--- src/rtl/string_receiver.sv ---
// rtl/string_receiver.sv - UART line receiver with length report and expected-string match
// Define STRING_RECEIVER_PARITY_EN for 8E1 framing with a sticky parity_err output.
module string_receiver #(
   parameter int                   CLKS_PER_BIT = 868,
   parameter int                   MAX_LEN      = 16,
   parameter logic [7:0]           TERMINATOR   = 8'h0A,
   parameter int                   EXP_LEN      = 12,
   // Byte 0 sits in bits [7:0], so the literal reads reversed.
   parameter logic [8*MAX_LEN-1:0] EXPECTED     = (8*MAX_LEN)'("!dlroW olleH")
) (
   input  logic                           clock,
   input  logic                           reset,
   input  logic                           rx,
   input  logic [$clog2(MAX_LEN)-1:0]     rd_addr,
   output logic [7:0]                     rd_data,
   output logic                           done,
   output logic [$clog2(MAX_LEN+1)-1:0]   length,
   output logic                           match,
   output logic                           overflow,
`ifdef STRING_RECEIVER_PARITY_EN
   output logic                           parity_err,
`endif
   output logic                           frame_err
);
   localparam int TW = $clog2(CLKS_PER_BIT);
   localparam int AW = $clog2(MAX_LEN);
   localparam int CW = $clog2(MAX_LEN+1);
   localparam logic [TW-1:0] T_HALF = TW'(CLKS_PER_BIT/2 - 1);
   localparam logic [TW-1:0] T_FULL = TW'(CLKS_PER_BIT - 1);

   typedef enum logic [2:0] {S_IDLE, S_START, S_DATA, S_PARITY, S_STOP, S_WAIT_HIGH} state_t;

   logic          sync1_q, rxs;
   state_t        state_q, state_d;
   logic [TW-1:0] timer_q, timer_d;
   logic [2:0]    bit_idx_q, bit_idx_d;
   logic [7:0]    shift_q, shift_d;
   logic          byte_vld_q, byte_vld_d;
   logic          frame_err_q, frame_err_d;
   logic [CW-1:0] count_q, count_d, length_q, length_d;
   logic          run_match_q, run_match_d, line_ovf_q, line_ovf_d;
   logic          done_q, done_d, match_q, match_d, overflow_q, overflow_d;
   logic          par_ok, buf_we;
   logic [AW-1:0] buf_waddr;
   logic [7:0]    exp_byte;
   logic [7:0]    buf_q [MAX_LEN];

`ifdef STRING_RECEIVER_PARITY_EN
   logic par_bad_q, par_bad_d, parity_err_q, parity_err_d;
   assign par_ok     = !par_bad_q;
   assign parity_err = parity_err_q;
`else
   assign par_ok = 1'b1;
`endif

   always_comb begin
      state_d     = state_q;
      timer_d     = timer_q;
      bit_idx_d   = bit_idx_q;
      shift_d     = shift_q;
      byte_vld_d  = 1'b0;
      frame_err_d = frame_err_q;
`ifdef STRING_RECEIVER_PARITY_EN
      par_bad_d    = par_bad_q;
      parity_err_d = parity_err_q;
`endif
      case (state_q)
         S_IDLE: if (!rxs) begin
            state_d = S_START;
            timer_d = '0;
         end
         S_START: if (timer_q == T_HALF) begin
            timer_d   = '0;
            bit_idx_d = '0;
            state_d   = rxs ? S_IDLE : S_DATA;
         end else timer_d = timer_q + 1'b1;
         S_DATA: if (timer_q == T_FULL) begin
            timer_d   = '0;
            shift_d   = {rxs, shift_q[7:1]};
            bit_idx_d = bit_idx_q + 1'b1;
`ifdef STRING_RECEIVER_PARITY_EN
            if (bit_idx_q == 3'd7) state_d = S_PARITY;
`else
            if (bit_idx_q == 3'd7) state_d = S_STOP;
`endif
         end else timer_d = timer_q + 1'b1;
`ifdef STRING_RECEIVER_PARITY_EN
         S_PARITY: if (timer_q == T_FULL) begin
            timer_d   = '0;
            par_bad_d = ^{shift_q, rxs};
            if (^{shift_q, rxs}) parity_err_d = 1'b1;
            state_d   = S_STOP;
         end else timer_d = timer_q + 1'b1;
`endif
         S_STOP: if (timer_q == T_FULL) begin
            timer_d = '0;
            if (rxs) begin
               byte_vld_d = par_ok;
               state_d    = S_IDLE;
            end else begin
               frame_err_d = 1'b1;
               state_d     = S_WAIT_HIGH;
            end
         end else timer_d = timer_q + 1'b1;
         S_WAIT_HIGH: if (rxs) state_d = S_IDLE;
         default: state_d = S_IDLE;
      endcase
   end

   // Line commit runs one cycle after the stop sample; shift_q is stable until the next DATA state.
   always_comb begin
      count_d     = count_q;
      run_match_d = run_match_q;
      line_ovf_d  = line_ovf_q;
      done_d      = 1'b0;
      length_d    = length_q;
      match_d     = match_q;
      overflow_d  = overflow_q;
      buf_we      = 1'b0;
      buf_waddr   = count_q[AW-1:0];
      exp_byte    = EXPECTED[{buf_waddr, 3'b000} +: 8];
      if (byte_vld_q) begin
         if (shift_q == TERMINATOR) begin
            done_d      = 1'b1;
            length_d    = count_q;
            overflow_d  = line_ovf_q;
            match_d     = run_match_q && (count_q == CW'(EXP_LEN)) && !line_ovf_q;
            count_d     = '0;
            run_match_d = 1'b1;
            line_ovf_d  = 1'b0;
         end else if (count_q < CW'(MAX_LEN)) begin
            buf_we  = 1'b1;
            count_d = count_q + 1'b1;
            if (count_q >= CW'(EXP_LEN) || shift_q != exp_byte) run_match_d = 1'b0;
         end else begin
            line_ovf_d = 1'b1;
         end
      end
   end

   always_ff @(posedge clock) begin
      if (!reset) begin
         sync1_q     <= 1'b1;
         rxs         <= 1'b1;
         state_q     <= S_IDLE;
         timer_q     <= '0;
         bit_idx_q   <= '0;
         shift_q     <= '0;
         byte_vld_q  <= 1'b0;
         frame_err_q <= 1'b0;
         count_q     <= '0;
         run_match_q <= 1'b1;
         line_ovf_q  <= 1'b0;
         done_q      <= 1'b0;
         length_q    <= '0;
         match_q     <= 1'b0;
         overflow_q  <= 1'b0;
      end else begin
         sync1_q     <= rx;
         rxs         <= sync1_q;
         state_q     <= state_d;
         timer_q     <= timer_d;
         bit_idx_q   <= bit_idx_d;
         shift_q     <= shift_d;
         byte_vld_q  <= byte_vld_d;
         frame_err_q <= frame_err_d;
         count_q     <= count_d;
         run_match_q <= run_match_d;
         line_ovf_q  <= line_ovf_d;
         done_q      <= done_d;
         length_q    <= length_d;
         match_q     <= match_d;
         overflow_q  <= overflow_d;
      end
   end

`ifdef STRING_RECEIVER_PARITY_EN
   always_ff @(posedge clock) begin
      if (!reset) begin
         par_bad_q    <= 1'b0;
         parity_err_q <= 1'b0;
      end else begin
         par_bad_q    <= par_bad_d;
         parity_err_q <= parity_err_d;
      end
   end
`endif

   always_ff @(posedge clock) begin
      if (buf_we) buf_q[buf_waddr] <= shift_q;
   end

   assign rd_data   = buf_q[rd_addr];
   assign done      = done_q;
   assign length    = length_q;
   assign match     = match_q;
   assign overflow  = overflow_q;
   assign frame_err = frame_err_q;
endmodule

--- config.mk ---
export PLATFORM = sky130hd
export DESIGN_NAME = string_receiver
export DESIGN_NICKNAME = d
export VERILOG_FILES = /design/src/rtl/string_receiver.sv
export SDC_FILE = /design/constraint.sdc
export NUM_CORES = 1
export LEC_CHECK = 0
export ABC_CLOCK_PERIOD_IN_PS = 3150
export CAP_MARGIN = 20
export CORE_ASPECT_RATIO = 0.6
export CORE_UTILIZATION = 39
export DETAILED_ROUTE_END_ITERATION = 10
export PLACE_DENSITY = 0.51
export SLEW_MARGIN = 40
export SYNTH_ARGS = -nofsm -noshare
export SYNTH_HDL_FRONTEND = slang
export SYNTH_SLANG_ARGS = --single-unit
--- constraint.sdc ---
create_clock -name clock -period 3.15 [get_ports clock]
set_input_delay 0.315 -clock clock [delete_from_list [all_inputs] [get_ports clock]]
set_output_delay 0.315 -clock clock [all_outputs]
set_load 0.05 [all_outputs]
==> metrics.md <==
| Metric | Value |
|---|---|
| Outcome | completed |
| Die area | between 15000 and 20000 um2 |
| Critical Path Sink | rd_data[5] |
| Synth Net Count | between 500 and 600 |
| R2r startpoint | shift_q[2] |
| CTS clk-pin slew, worst paths | around 0.070 ns |
| Place WS | 0.676 ns |
| # H-tree levels | 4 |
| Fillers | between 1500 and 2000 |
| Tmin final | around 2.5 ns |
| Sum of buffers and inverters on the critical path | 3 |
| Post-CTS Setup Repair Bufs | 0 |
| Gr ovfl total | 0 |
| Worst EP required | ~2.8 ns |
| Ys flop type | edfxtp_1 |
| DR DRC count | 0 |
| Yosys warns | 0 |
| Drt pass-1 iters | 5 |
| CTS resizes | 0 |
| Port bufs | 23 |
| Area of the multi-input gates | 2380 um2 |
| Final Max Slew Viols | 0 |
| Vias per inst | approximately 5.4 |
| CTS tree | yes |
| Total GRT Usage | between 10% and 20% |
| Slew @ Worst Pin | 0.767 ns |
| Clock root cell | clkbuf_16 |
| Arrival time worst endpoint | 2.15 ns |
| Util after Layout | 46.7% |
| Final period util | a little under 80% |
| Clk buf depth | 2 |
| Hold Crit Class | reg2reg |
| Sequential share of the synthesized area | 64.9% |
| Worst setup margin | 0.687 ns |
| Row Count | 38 |
| Lkg Pwr | 2.88 nW |
| DRT iter0 DRCs | roughly 520 |
| Die height | ~110 um |
| Layout cells sized above 1 | roughly a fifth |
| Number of nets still failing antenna checks after routing | 0 |
| Skew final | about 0.013 ns |
| Yosys cell types | 46 |
| Routed wire length | about 16000 um |
| Critical path's largest stage delay | ~0.52 ns |
| First-pass GRT wire length | ~25000 um |
| CTS Hold Buffers Added | 0 |
| Hpwl dp | between 10000 and 15000 um |
| Max cap viols | 0 |
| Most frequent cell on the critical path | mux4_2 |
| Nets | 558 |
| Final Setup Violations | 0 |
| Setup TNS | 0 ns |
| Clk sinks | about 170 |
| CP endpoint kind | output port |
| Final GP Congestion | between 0.8 and 0.9 |
| Diodes inserted | 0 |
| Largest net degree at the start of global routing | 33 |
| Final hold violation count | 0 |
| Die span in x | approximately 180 um |
| Critical Path, Cell by Cell | clkdlybuf4s50_1 > buf_12 > mux4_2 > mux4_2 > buf_4 |
| Worst setup path startpoint | rd_addr[1] |
| Wire per inst | 20.4 um |
| EDFF count, synth | about 130 |
| Commonest non-fill, non-tap cells in the layout | edfxtp_1 (128), dfxtp_1 (43), nor2_1 (41) |
| Crit Path Max Fanout | 32 |
| Post-Syn Area per Cell | ~15 um2 |
| #FFs+latches synth | 171 |
| Initial Util | between 40% and 50% |
| Clock latency on the worst-skew pair | between 0.4 and 0.5 ns |
| Fraction of registers with async set/reset | 0% |
| Mapped Cells | ~490 |
| Fmax | around 400 MHz |
| Register area | roughly 4700 um2 |
| VDD IR max | 362 uV |
| Worst Setup Start Kind | input port |
| Crit-path slowest cell | mux4_2 |
| Netlist Area Pre-Place | a little over 7000 um2 |
| CP delay by family, top | buffers and inverters |
| Number of global-route vias before repair | approximately 4200 |
| RSZ-0062 raised after global routing | false |
| CP Class | in2out |
| Most common cell after layout, fill and taps aside | edfxtp_1 |
| Ports | 24 |
| Area Overhead vs Synth | 16.8% |
| PwrDens | 558 nW/um2 |
| Reg-to-Reg End | buf_q[14][1] |
| WP depth | 5 |
| Core Region | ~18000 um2 |
| Vias post-DR | 4254 |
| Initial antenna violation count | 0 |
| R2r setup slk | around 0.84 ns |
| Worst Reg-to-Reg Cells | 6 |
| Num CTS Buffers | 17 |
| Rel. slew slack | approximately 50% |
-- sequential cells by signal (all words and copies together) (netlist names) --
register,cells
rxs,1
shift_q,8
bit_idx_q,3
count_q,5
done,1
byte_vld_q,1
length,5
match,1
sync1_q,1
buf_q,128
state_q,3
frame_err,1
line_ovf_q,1
overflow,1
timer_q,10
run_match_q,1
-- cells by family (layout without fill, tap and decap cells) --
group / count (synthesis) / in the layout / share of synthesized area, %
simple gates: 152 / 152 / 10.7
compound gates: 60 / 60 / 5.13
buf+inv: 38 / 96 / 2.26
fa+ha+maj: 13 / 13 / 2.24
flops: 171 / 171 / 64.9
mux: 51 / 51 / 14.0
xor+xnor: 7 / 7 / 0.846
-- cell usage after synthesis (all sizes together), types with 5 or more instances --
| master | count | area, um2 |
|---|---|---|
| mux2i | 10 | 100 |
| a31oi | 10 | 62.6 |
| nor2 | 41 | 154 |
| and2 | 5 | 31.3 |
| buf | 17 | 85.1 |
| nand2 | 38 | 143 |
| o21ai | 11 | 55.1 |
| mux4 | 40 | 901 |
| ha | 13 | 163 |
| a22oi | 5 | 37.5 |
| nor3 | 7 | 35.0 |
| a21oi | 19 | 95.1 |
| edfxtp | 128 | 3840 |
| dfxtp | 43 | 861 |
| nand3 | 18 | 90.1 |
| nand3b | 8 | 60.1 |
| or3 | 7 | 43.8 |
| inv | 10 | 37.5 |
| clkbuf | 11 | 41.3 |
-- worst reg2reg max path, delay by kind of cell (launching register included) --
family,cells,cell delay [ns]
AND/OR/NAND/NOR,4,1.26
flip-flops,1,0.31
buffers and inverters,2,0.47
-- power by group --
group / internal, W / switching, W / leakage, nW
sequential: 0.00240 / 0.0000225 / 1.53
combinational: 0.000117 / 0.000165 / 1.07
clock: 0.00111 / 0.000920 / 0.277
-- worst min-delay path by stage --
| stage | start | end | slack, ns | cells after the start |
|---|---|---|---|---|
| floorplan | sync1_q | rxs | 0.39 | 1 |
| global placement | sync1_q | rxs | 0.40 | 1 |
| detailed placement | sync1_q | rxs | 0.41 | 1 |
| CTS | sync1_q | rxs | 0.43 | 1 |
| global route | sync1_q | rxs | 0.46 | 1 |
| finish | sync1_q | rxs | 0.43 | 1 |
-- through the flow --
stage / std cells / power [W] / instance area [um2] / hold WS, ns
floorplan: 492 / 0.00267 / 7250 / 0.386
global placement: 759 / 0.00275 / 7910 / 0.401
detailed placement: 759 / 0.00275 / 7910 / 0.410
CTS: 790 / 0.00477 / 8470 / 0.433
global route: 790 / 0.00490 / 8470 / 0.458
finish: 790 / 0.00473 / 8470 / 0.429
-- metal layers --
metal | vias to the layer above | global-route usage (%) | wire [um]
met2 | 88 | 24.2 | 6660
met5 | - | 0 | 0
met4 | 0 | 5.86 | 116
li1 | 1985 | - | -
met1 | 2173 | 29.4 | 8610
met3 | 8 | 3.92 | 722
-- cell type report --
cell class,instances,area share [%]
clock buffers,17,5.02
clock inverters,14,1.63
inverters,10,0.443
multi-input cells,283,28.1
flip-flops and latches,171,55.6
well taps,240,3.55
repair buffers,55,5.70
No activity file was read; power rests on OpenSTA's default activity.
